File: src/rtl/picoctrl_sequencer.sv
// picoctrl_sequencer: two-phase fetch/execute core for the 32-word PicoCtrl instruction ROM.
// Build option PICOCTRL_CSYNC_EN inserts a 2-flop synchroniser on c_in ahead of the condition test.
//
// state | meaning
// ------+---------------------------------------------------------
// FETCH | pc drives rom_addr, instruction register loads rom_data
// EXEC  | condition tested, action performed, pc updated
// HALT  | parked after a halt instruction; only reset leaves here
module picoctrl_sequencer #(
    parameter int ADDR_W = 5,
    parameter int IMM_W  = 8
) (
    input  logic              clk,
    input  logic              reset,
    input  logic              run,
    input  logic [1:0]        c_in,
    output logic [ADDR_W-1:0] rom_addr,
    input  logic [15:0]       rom_data,
    output logic [IMM_W-1:0]  out_reg0,
    output logic [IMM_W-1:0]  out_reg1,
    output logic [IMM_W-1:0]  out_reg2,
    output logic [IMM_W-1:0]  out_reg3,
    output logic              halted
);

    typedef enum logic [1:0] {
        ST_FETCH = 2'd0,
        ST_EXEC  = 2'd1,
        ST_HALT  = 2'd2
    } state_t;

    localparam logic [2:0] ACT_WRITE = 3'b001;
    localparam logic [2:0] ACT_JUMP  = 3'b010;
    localparam logic [2:0] ACT_HALT  = 3'b011;

    state_t              state, state_nxt;
    logic [ADDR_W-1:0]   pc, pc_nxt;
    logic [15:0]         ir, ir_nxt;
    logic                halt_nxt;
    logic                wr_en;
    logic                cond_ok;
    logic [1:0]          c_eff;
    logic [IMM_W-1:0]    out_q [4];

    logic [2:0]          ir_cond;
    logic [2:0]          ir_act;
    logic [1:0]          ir_reg;
    logic [IMM_W-1:0]    ir_imm;
    logic [ADDR_W-1:0]   ir_target;

    assign ir_cond   = ir[15:13];
    assign ir_act    = ir[12:10];
    assign ir_reg    = ir[9:8];
    assign ir_imm    = ir[IMM_W-1:0];
    assign ir_target = ir[ADDR_W-1:0];

`ifdef PICOCTRL_CSYNC_EN
    logic [1:0] c_s1, c_s2;

    // Synchroniser runs freely, independent of run, so it stays current while frozen.
    always_ff @(posedge clk) begin
        if (reset) begin
            c_s1 <= 2'b00;
            c_s2 <= 2'b00;
        end else begin
            c_s1 <= c_in;
            c_s2 <= c_s1;
        end
    end

    assign c_eff = c_s2;
`else
    assign c_eff = c_in;
`endif

    always_comb begin
        cond_ok = 1'b0;
        case (ir_cond)
            3'b000:  cond_ok = 1'b1;
            3'b001:  cond_ok = ~c_eff[0];
            3'b010:  cond_ok = c_eff[0];
            3'b011:  cond_ok = ~c_eff[1];
            3'b100:  cond_ok = c_eff[1];
            default: cond_ok = 1'b0;
        endcase
    end

    always_comb begin
        state_nxt = state;
        pc_nxt    = pc;
        ir_nxt    = ir;
        halt_nxt  = halted;
        wr_en     = 1'b0;
        if (run) begin
            case (state)
                ST_FETCH: begin
                    ir_nxt    = rom_data;
                    state_nxt = ST_EXEC;
                end
                ST_EXEC: begin
                    state_nxt = ST_FETCH;
                    pc_nxt    = pc + 1'b1;
                    if (cond_ok) begin
                        case (ir_act)
                            ACT_WRITE: wr_en = 1'b1;
                            ACT_JUMP:  pc_nxt = ir_target;
                            ACT_HALT: begin
                                pc_nxt    = pc;
                                halt_nxt  = 1'b1;
                                state_nxt = ST_HALT;
                            end
                            default: ;
                        endcase
                    end
                end
                ST_HALT: ;
                default: state_nxt = ST_FETCH;
            endcase
        end
    end

    always_ff @(posedge clk) begin
        if (reset) begin
            state  <= ST_FETCH;
            pc     <= '0;
            ir     <= '0;
            halted <= 1'b0;
        end else begin
            state  <= state_nxt;
            pc     <= pc_nxt;
            ir     <= ir_nxt;
            halted <= halt_nxt;
        end
    end

    always_ff @(posedge clk) begin
        if (reset) begin
            for (int i = 0; i < 4; i++) out_q[i] <= '0;
        end else if (wr_en) begin
            out_q[ir_reg] <= ir_imm;
        end
    end

    assign rom_addr = pc;
    assign out_reg0 = out_q[0];
    assign out_reg1 = out_q[1];
    assign out_reg2 = out_q[2];
    assign out_reg3 = out_q[3];

endmodule

File: config.mk
export PLATFORM = sky130hd
export DESIGN_NAME = picoctrl_sequencer
export DESIGN_NICKNAME = d
export VERILOG_FILES = /design/src/rtl/picoctrl_sequencer.sv
export SDC_FILE = /design/constraint.sdc
export NUM_CORES = 1
export LEC_CHECK = 0
export CAP_MARGIN = 20
export CORE_ASPECT_RATIO = 1.1
export CORE_MARGIN = 2
export CORE_UTILIZATION = 49
export CTS_CLUSTER_DIAMETER = 100
export CTS_CLUSTER_SIZE = 10
export DETAILED_ROUTE_END_ITERATION = 12
export MAX_ROUTING_LAYER = met4
export PLACE_DENSITY = 0.85
export SLEW_MARGIN = 20
export SYNTH_ARGS = -nofsm -noshare
export SYNTH_HDL_FRONTEND = slang
export SYNTH_SLANG_ARGS = --single-unit
export TNS_END_PERCENT = 20
File: constraint.sdc
create_clock -name clk -period 3.4 [get_ports clk]
set_input_delay 0.68 -clock clk [delete_from_list [all_inputs] [get_ports clk]]
set_output_delay 0.68 -clock clk [all_outputs]
set_load 0.01 [all_outputs]
### Word-level counts from Yosys, hierarchy flattened

Memory sizes are Yosys's and may differ from the RTL's.
Index checks and enable logic that the tools add are counted.

* flip-flop bits (word level): 24
* memory bits (writable): 32
* memories kept: 1
* output and inout port bits: 38
* bits of input ports: 21

Memories
* out_q: words 4, bits a word 8, rd ports 4, clocked after Yosys merged registers in 0, write ports 4, RTL line 43 `logic [IMM_W-1:0] out_q [4];`

* equal/unequal tests: 10
* mux-type cells: 18
* $add $sub $neg: 1
* reductions and logical operators: 7
* bitwise logic cells: 3

Operators by type and width (number)
* 3-bit by 2-bit == test with 1-bit output, second input constant: 4
* 1-bit 2-to-1 mux: 10
* 5-bit case mux with 2 select lines: 1
* 8-bit 2-to-1 mux: 1
* 8-bit OR reduction: 1
* 3-bit by 1-bit == test with 1-bit output, second input constant: 2
* 2-bit 2-to-1 mux: 3
* 2-bit case mux with 3 select lines: 1
* 5-bit by 1-bit adder with 5-bit output, second input constant: 1
* 5-bit 2-to-1 mux: 1
* 1-bit case mux with 5 select lines: 1
* 2-bit AND reduction: 2
* 4-bit AND reduction: 1
* 3-bit == test, second input constant: 1
* 3-bit zero test: 1
* 1-bit inverter: 3
* 3-bit AND reduction: 1
* 2-bit by 1-bit == test with 1-bit output, second input constant: 1
* 2-bit == test, second input constant: 1
* 2-bit zero test: 1
* 2-bit != test, second input constant: 1

### Logic depth before layout (Yosys ltp)

* depth after elaboration: 10
* mapped depth: 7
* gate-level depth less buffers: 5

### Worst setup path after synthesis

No wires, ideal clock.

* path type: input -> register
* from: input run
* to: memory out_q[0][0] (enable)
* setup slack: 725 ps
* setup time: 375 ps
* arrival time: 2301 ps
* stages on the path: 7
* path buffers: 2
* cell sequence: nand3b_4 > or3b_4 > a2111oi_4 > buf_6 > nand2b_2 > buf_6 > o21bai_1

RTL lines
* start: declaration: RTL line 15 `input logic run,`
* end: declaration: RTL line 43

==> impl_summary.log <==
[metrics] CP Max Fanout: 9
[metrics] relative slew slack: 0.494
[metrics] finished layout cell area: 0.00317 mm^2
[metrics] count of buffers inserted at the top-level ports: 58
[metrics] part of the Yosys area used for sequential elements: 0.597
[metrics] clock-pin slew on the worst setup and hold paths: 0.09 ns
[metrics] power density of the placed cells: 441 mW/mm^2
[metrics] leak pwr: 1.18 nW
[metrics] clock buffer count from CTS: 5
[metrics] number of instances on the worst hold path: 2
[metrics] total track usage: 0.181
[metrics] pin count of the biggest net entering global routing: 32
[metrics] clock tree from TritonCTS: yes
[metrics] part of the power in the clock network: 0.358
[metrics] synth warn: 0
[metrics] cell-internal power: 1.11 mW
[metrics] GP Congestion: 0.817
[metrics] mean cell area of the mapped netlist: 11.5 um^2
[metrics] source-to-sink clock delay at the later pin of the worst-skew pair: 0.31 ns
[metrics] layout overhead on the synthesized area: 31.1%
[metrics] Syn Std Cell Area: 0.00242 mm^2
[metrics] number of flip-flops under the largest register name: 32
[metrics] Tcrit/Tclk final: 0.867
[metrics] DR pass1 iterations: 4
[metrics] wire length of the first global-routing pass: 7680 um
[metrics] commonest cells after routing, fill and taps aside: 58 x sky130_fd_sc_hd__clkdlybuf4s50_1, 39 x sky130_fd_sc_hd__nand2_1, 32 x sky130_fd_sc_hd__edfxtp_1
[metrics] vias after detailed routing: 1741
[metrics] critical register-to-register path endpoint: out_q[1][0]$_SDFFCE_PN0P_
[metrics] transition time at the pin with the least slew margin: 0.757 ns
[metrics] cell family with most CP delay: simple AND/OR/NAND/NOR gates
[metrics] capture endpoint of the worst hold path: ir[15]$_SDFFE_PP0P_
[metrics] slowest stage cell on the critical path: sky130_fd_sc_hd__clkdlybuf4s50_1
[metrics] combinational share of power: 0.094
[metrics] number of global-route vias before repair: 1650
[metrics] commonest non-fill, non-tap cell in the layout: sky130_fd_sc_hd__clkdlybuf4s50_1
[metrics] Fmax achieved: 0.339 GHz
[metrics] antenna cells: 0
[metrics] switching component of the power: 294 uW
[metrics] worst IR drop on VDD: 0.240 mV
[metrics] number of non-filler instances in the completed layout: 326
[metrics] fraction of layout instances using a drive strength above 1: 0.104
[metrics] final global-route overflow total: 0
[metrics] half-perimeter wire length after placement: 3450 um
[metrics] post-route minimum period: 2.95 ns
[metrics] Setup-failing EPs final: 0
[metrics] met1 GRT Util: 0.212
[metrics] busiest layer in global routing: met2
[metrics] number of flops mapped to enable cells by yosys: 32
[metrics] kind of start point of the critical path: input port
[metrics] number of buffers on the longest clock path: 2
[metrics] Site Rows: 26
[metrics] hold buffer count at CTS: 0
[metrics] instance area at placement: 0.00304 mm^2
[metrics] Total Routed Length: 4660 um
[metrics] end-of-flow core utilization: 0.676
[metrics] Hold Worst Slack: 0.484 ns
[metrics] post_cts resized: 0
[metrics] number of nets in the synthesized netlist: 233
[metrics] number of DRC violations after detailed routing: 0
[metrics] register-to-register path setup slack: 0.97 ns
[metrics] via/cell ratio: 5.34
[metrics] Die Area: 0.00551 mm^2
[metrics] Arr. time, crit path: 2.96 ns
[metrics] stage delay of the slowest cell on the critical path: 0.57 ns
[metrics] switching fraction of total power: 0.210
[metrics] vertical die dimension: 77.6 um
[metrics] number of cells produced by synthesis: 211
[metrics] die outline width: 71.0 um
[metrics] global-route track usage on met3: 0.0338
[metrics] RSZ-0062 raised after global routing: false
[metrics] met2 track demand over resource in global routing: 0.320
[metrics] total instance count after detailed placement: 318
[metrics] initial detailed-routing violation count: 202
[metrics] Worst Path Class, Setup: in -> reg
[metrics] buffers plus inverters on the worst setup path: 2
[metrics] chain of cells forming the critical path: clkdlybuf4s50_1 > nand3b_4 > or3b_4 > a2111oi_4 > buf_4 > and3b_1 > or2_2
[metrics] total setup buffers inserted after CTS: 0
[metrics] initial standard-cell utilization of the core: 0.516
[metrics] Final Net Count: 291
[metrics] # H-tree levels: 2
[metrics] required time of the critical path: 3.41 ns
[metrics] worst flop-to-flop path startpoint: state[0]$_SDFFE_PP0P_
[metrics] setup skew after layout: 0.00960 ns
[metrics] most frequently used flop master after synthesis: sky130_fd_sc_hd__edfxtp_1
[metrics] path category of the worst min-delay check: reg -> reg
[metrics] max-cap check violation count: 0
[metrics] Final Hold Fails: 0
[metrics] Clk Tree Root Cell: sky130_fd_sc_hd__clkbuf_8
[metrics] Sequential Power Share: 0.548
[metrics] fraction of synthesis flops using an asynchronous set or reset pin: 0
[metrics] type of destination of the critical path: flop
[metrics] setup total negative slack: 0 ns
[metrics] Sink Count: 56
[metrics] critical hold path startpoint: ir[15]$_SDFFE_PP0P_
[metrics] outcome: finished clean
[metrics] Antenna Violating Nets Remaining: 0
[metrics] Pins Over Slew Limit: 0
[metrics] number of different library cells in the post-synthesis netlist: 40
[metrics] register bit total from synthesis: 56
[metrics] Worst Reg2Reg Path Length in Cells: 6
[metrics] antenna violations before repair: 0
[metrics] routed length per instance: 14.3 um
[metrics] Top Ports: 59
[metrics] Core Box Area: 0.00468 mm^2
-- worst max-delay path by stage --
stage / startpoint / end / slack (ns) / cells past startpoint
3_3_place_gp: run / out_q[1][1]$_SDFFCE_PN0P_ / 0.22 / 7
2_1_floorplan: run / out_q[0][0]$_SDFFCE_PN0P_ / 0.72 / 7
3_5_place_dp: run / out_q[1][6]$_SDFFCE_PN0P_ / 0.13 / 7
5_1_grt: run / out_q[1][5]$_SDFFCE_PN0P_ / 0.28 / 7
4_1_cts: run / out_q[1][0]$_SDFFCE_PN0P_ / 0.45 / 7
6_report: run / out_q[1][0]$_SDFFCE_PN0P_ / 0.45 / 7
-- layout make-up --
cell class                 count  area [um^2]
tap                           56         70.1
multi-input combinational    138          887
clock buffer                   6         72.6
inverter                       5         18.8
timing repair buffer          63          618
sequential                    56         1440
fill                         372         1520
clock inverter                 2         60.1
-- routing by layer --
metal  part of all wire  vias up
li1                   -      862
met1               0.40      810
met4             0.0086        0
met3              0.070        5
met2               0.53       64
met5                  0        -
-- cells by family (layout without fill, tap and decap cells) --
group           after synthesis  count (layout)  synth area share
fa+ha+maj                     1               1           0.00518
flops                        56              56             0.597
buf+inv                      17              76            0.0362
mux                           4               4            0.0166
compound gates               38              38             0.111
simple gates                 95              95             0.234
-- synth_stat cells (2+ instances only) --
cell type | count | area share
sky130_fd_sc_hd__o32ai_1 | 3 | 0.011
sky130_fd_sc_hd__dfxtp_1 | 24 | 0.20
sky130_fd_sc_hd__nand2b_1 | 5 | 0.013
sky130_fd_sc_hd__clkbuf_1 | 8 | 0.012
sky130_fd_sc_hd__inv_1 | 5 | 0.0078
sky130_fd_sc_hd__nand2_1 | 39 | 0.061
sky130_fd_sc_hd__a21oi_1 | 21 | 0.044
sky130_fd_sc_hd__edfxtp_1 | 32 | 0.40
sky130_fd_sc_hd__buf_6 | 3 | 0.014
sky130_fd_sc_hd__nand3_1 | 2 | 0.0041
sky130_fd_sc_hd__nor3b_2 | 7 | 0.036
sky130_fd_sc_hd__nor2_1 | 5 | 0.0078
sky130_fd_sc_hd__mux2i_1 | 4 | 0.017
sky130_fd_sc_hd__and2_1 | 16 | 0.041
sky130_fd_sc_hd__a211oi_1 | 4 | 0.012
sky130_fd_sc_hd__and2b_1 | 2 | 0.0062
sky130_fd_sc_hd__and3_1 | 8 | 0.021
-- metrics by stage --
step           setup WS (ns)  total power [mW]
5_1_grt                0.284              1.45
3_3_place_gp           0.224             0.910
3_5_place_dp           0.127             0.914
4_1_cts                0.449              1.41
2_1_floorplan          0.725             0.840
6_report               0.452              1.40
-- power by group through the flow --
stage               sequential (mW)  combinational, mW  clock [mW]
global route                  0.771              0.142       0.533
finish                        0.767              0.131       0.501
floorplan                     0.780             0.0609           0
global placement              0.781              0.128           0
CTS                           0.767              0.132       0.507
detailed placement            0.783              0.131           0
-- worst reg2reg max path, stage by stage, from the launching register on --
cell and delay (ns):
sky130_fd_sc_hd__dfxtp_1 0.43, sky130_fd_sc_hd__nand3b_4 0.14, sky130_fd_sc_hd__or3b_4 0.41, sky130_fd_sc_hd__a2111oi_4 0.41, sky130_fd_sc_hd__buf_4 0.22, sky130_fd_sc_hd__and3b_1 0.28, sky130_fd_sc_hd__or2_2 0.26
Note: power is estimated with default switching activity, not from simulation.
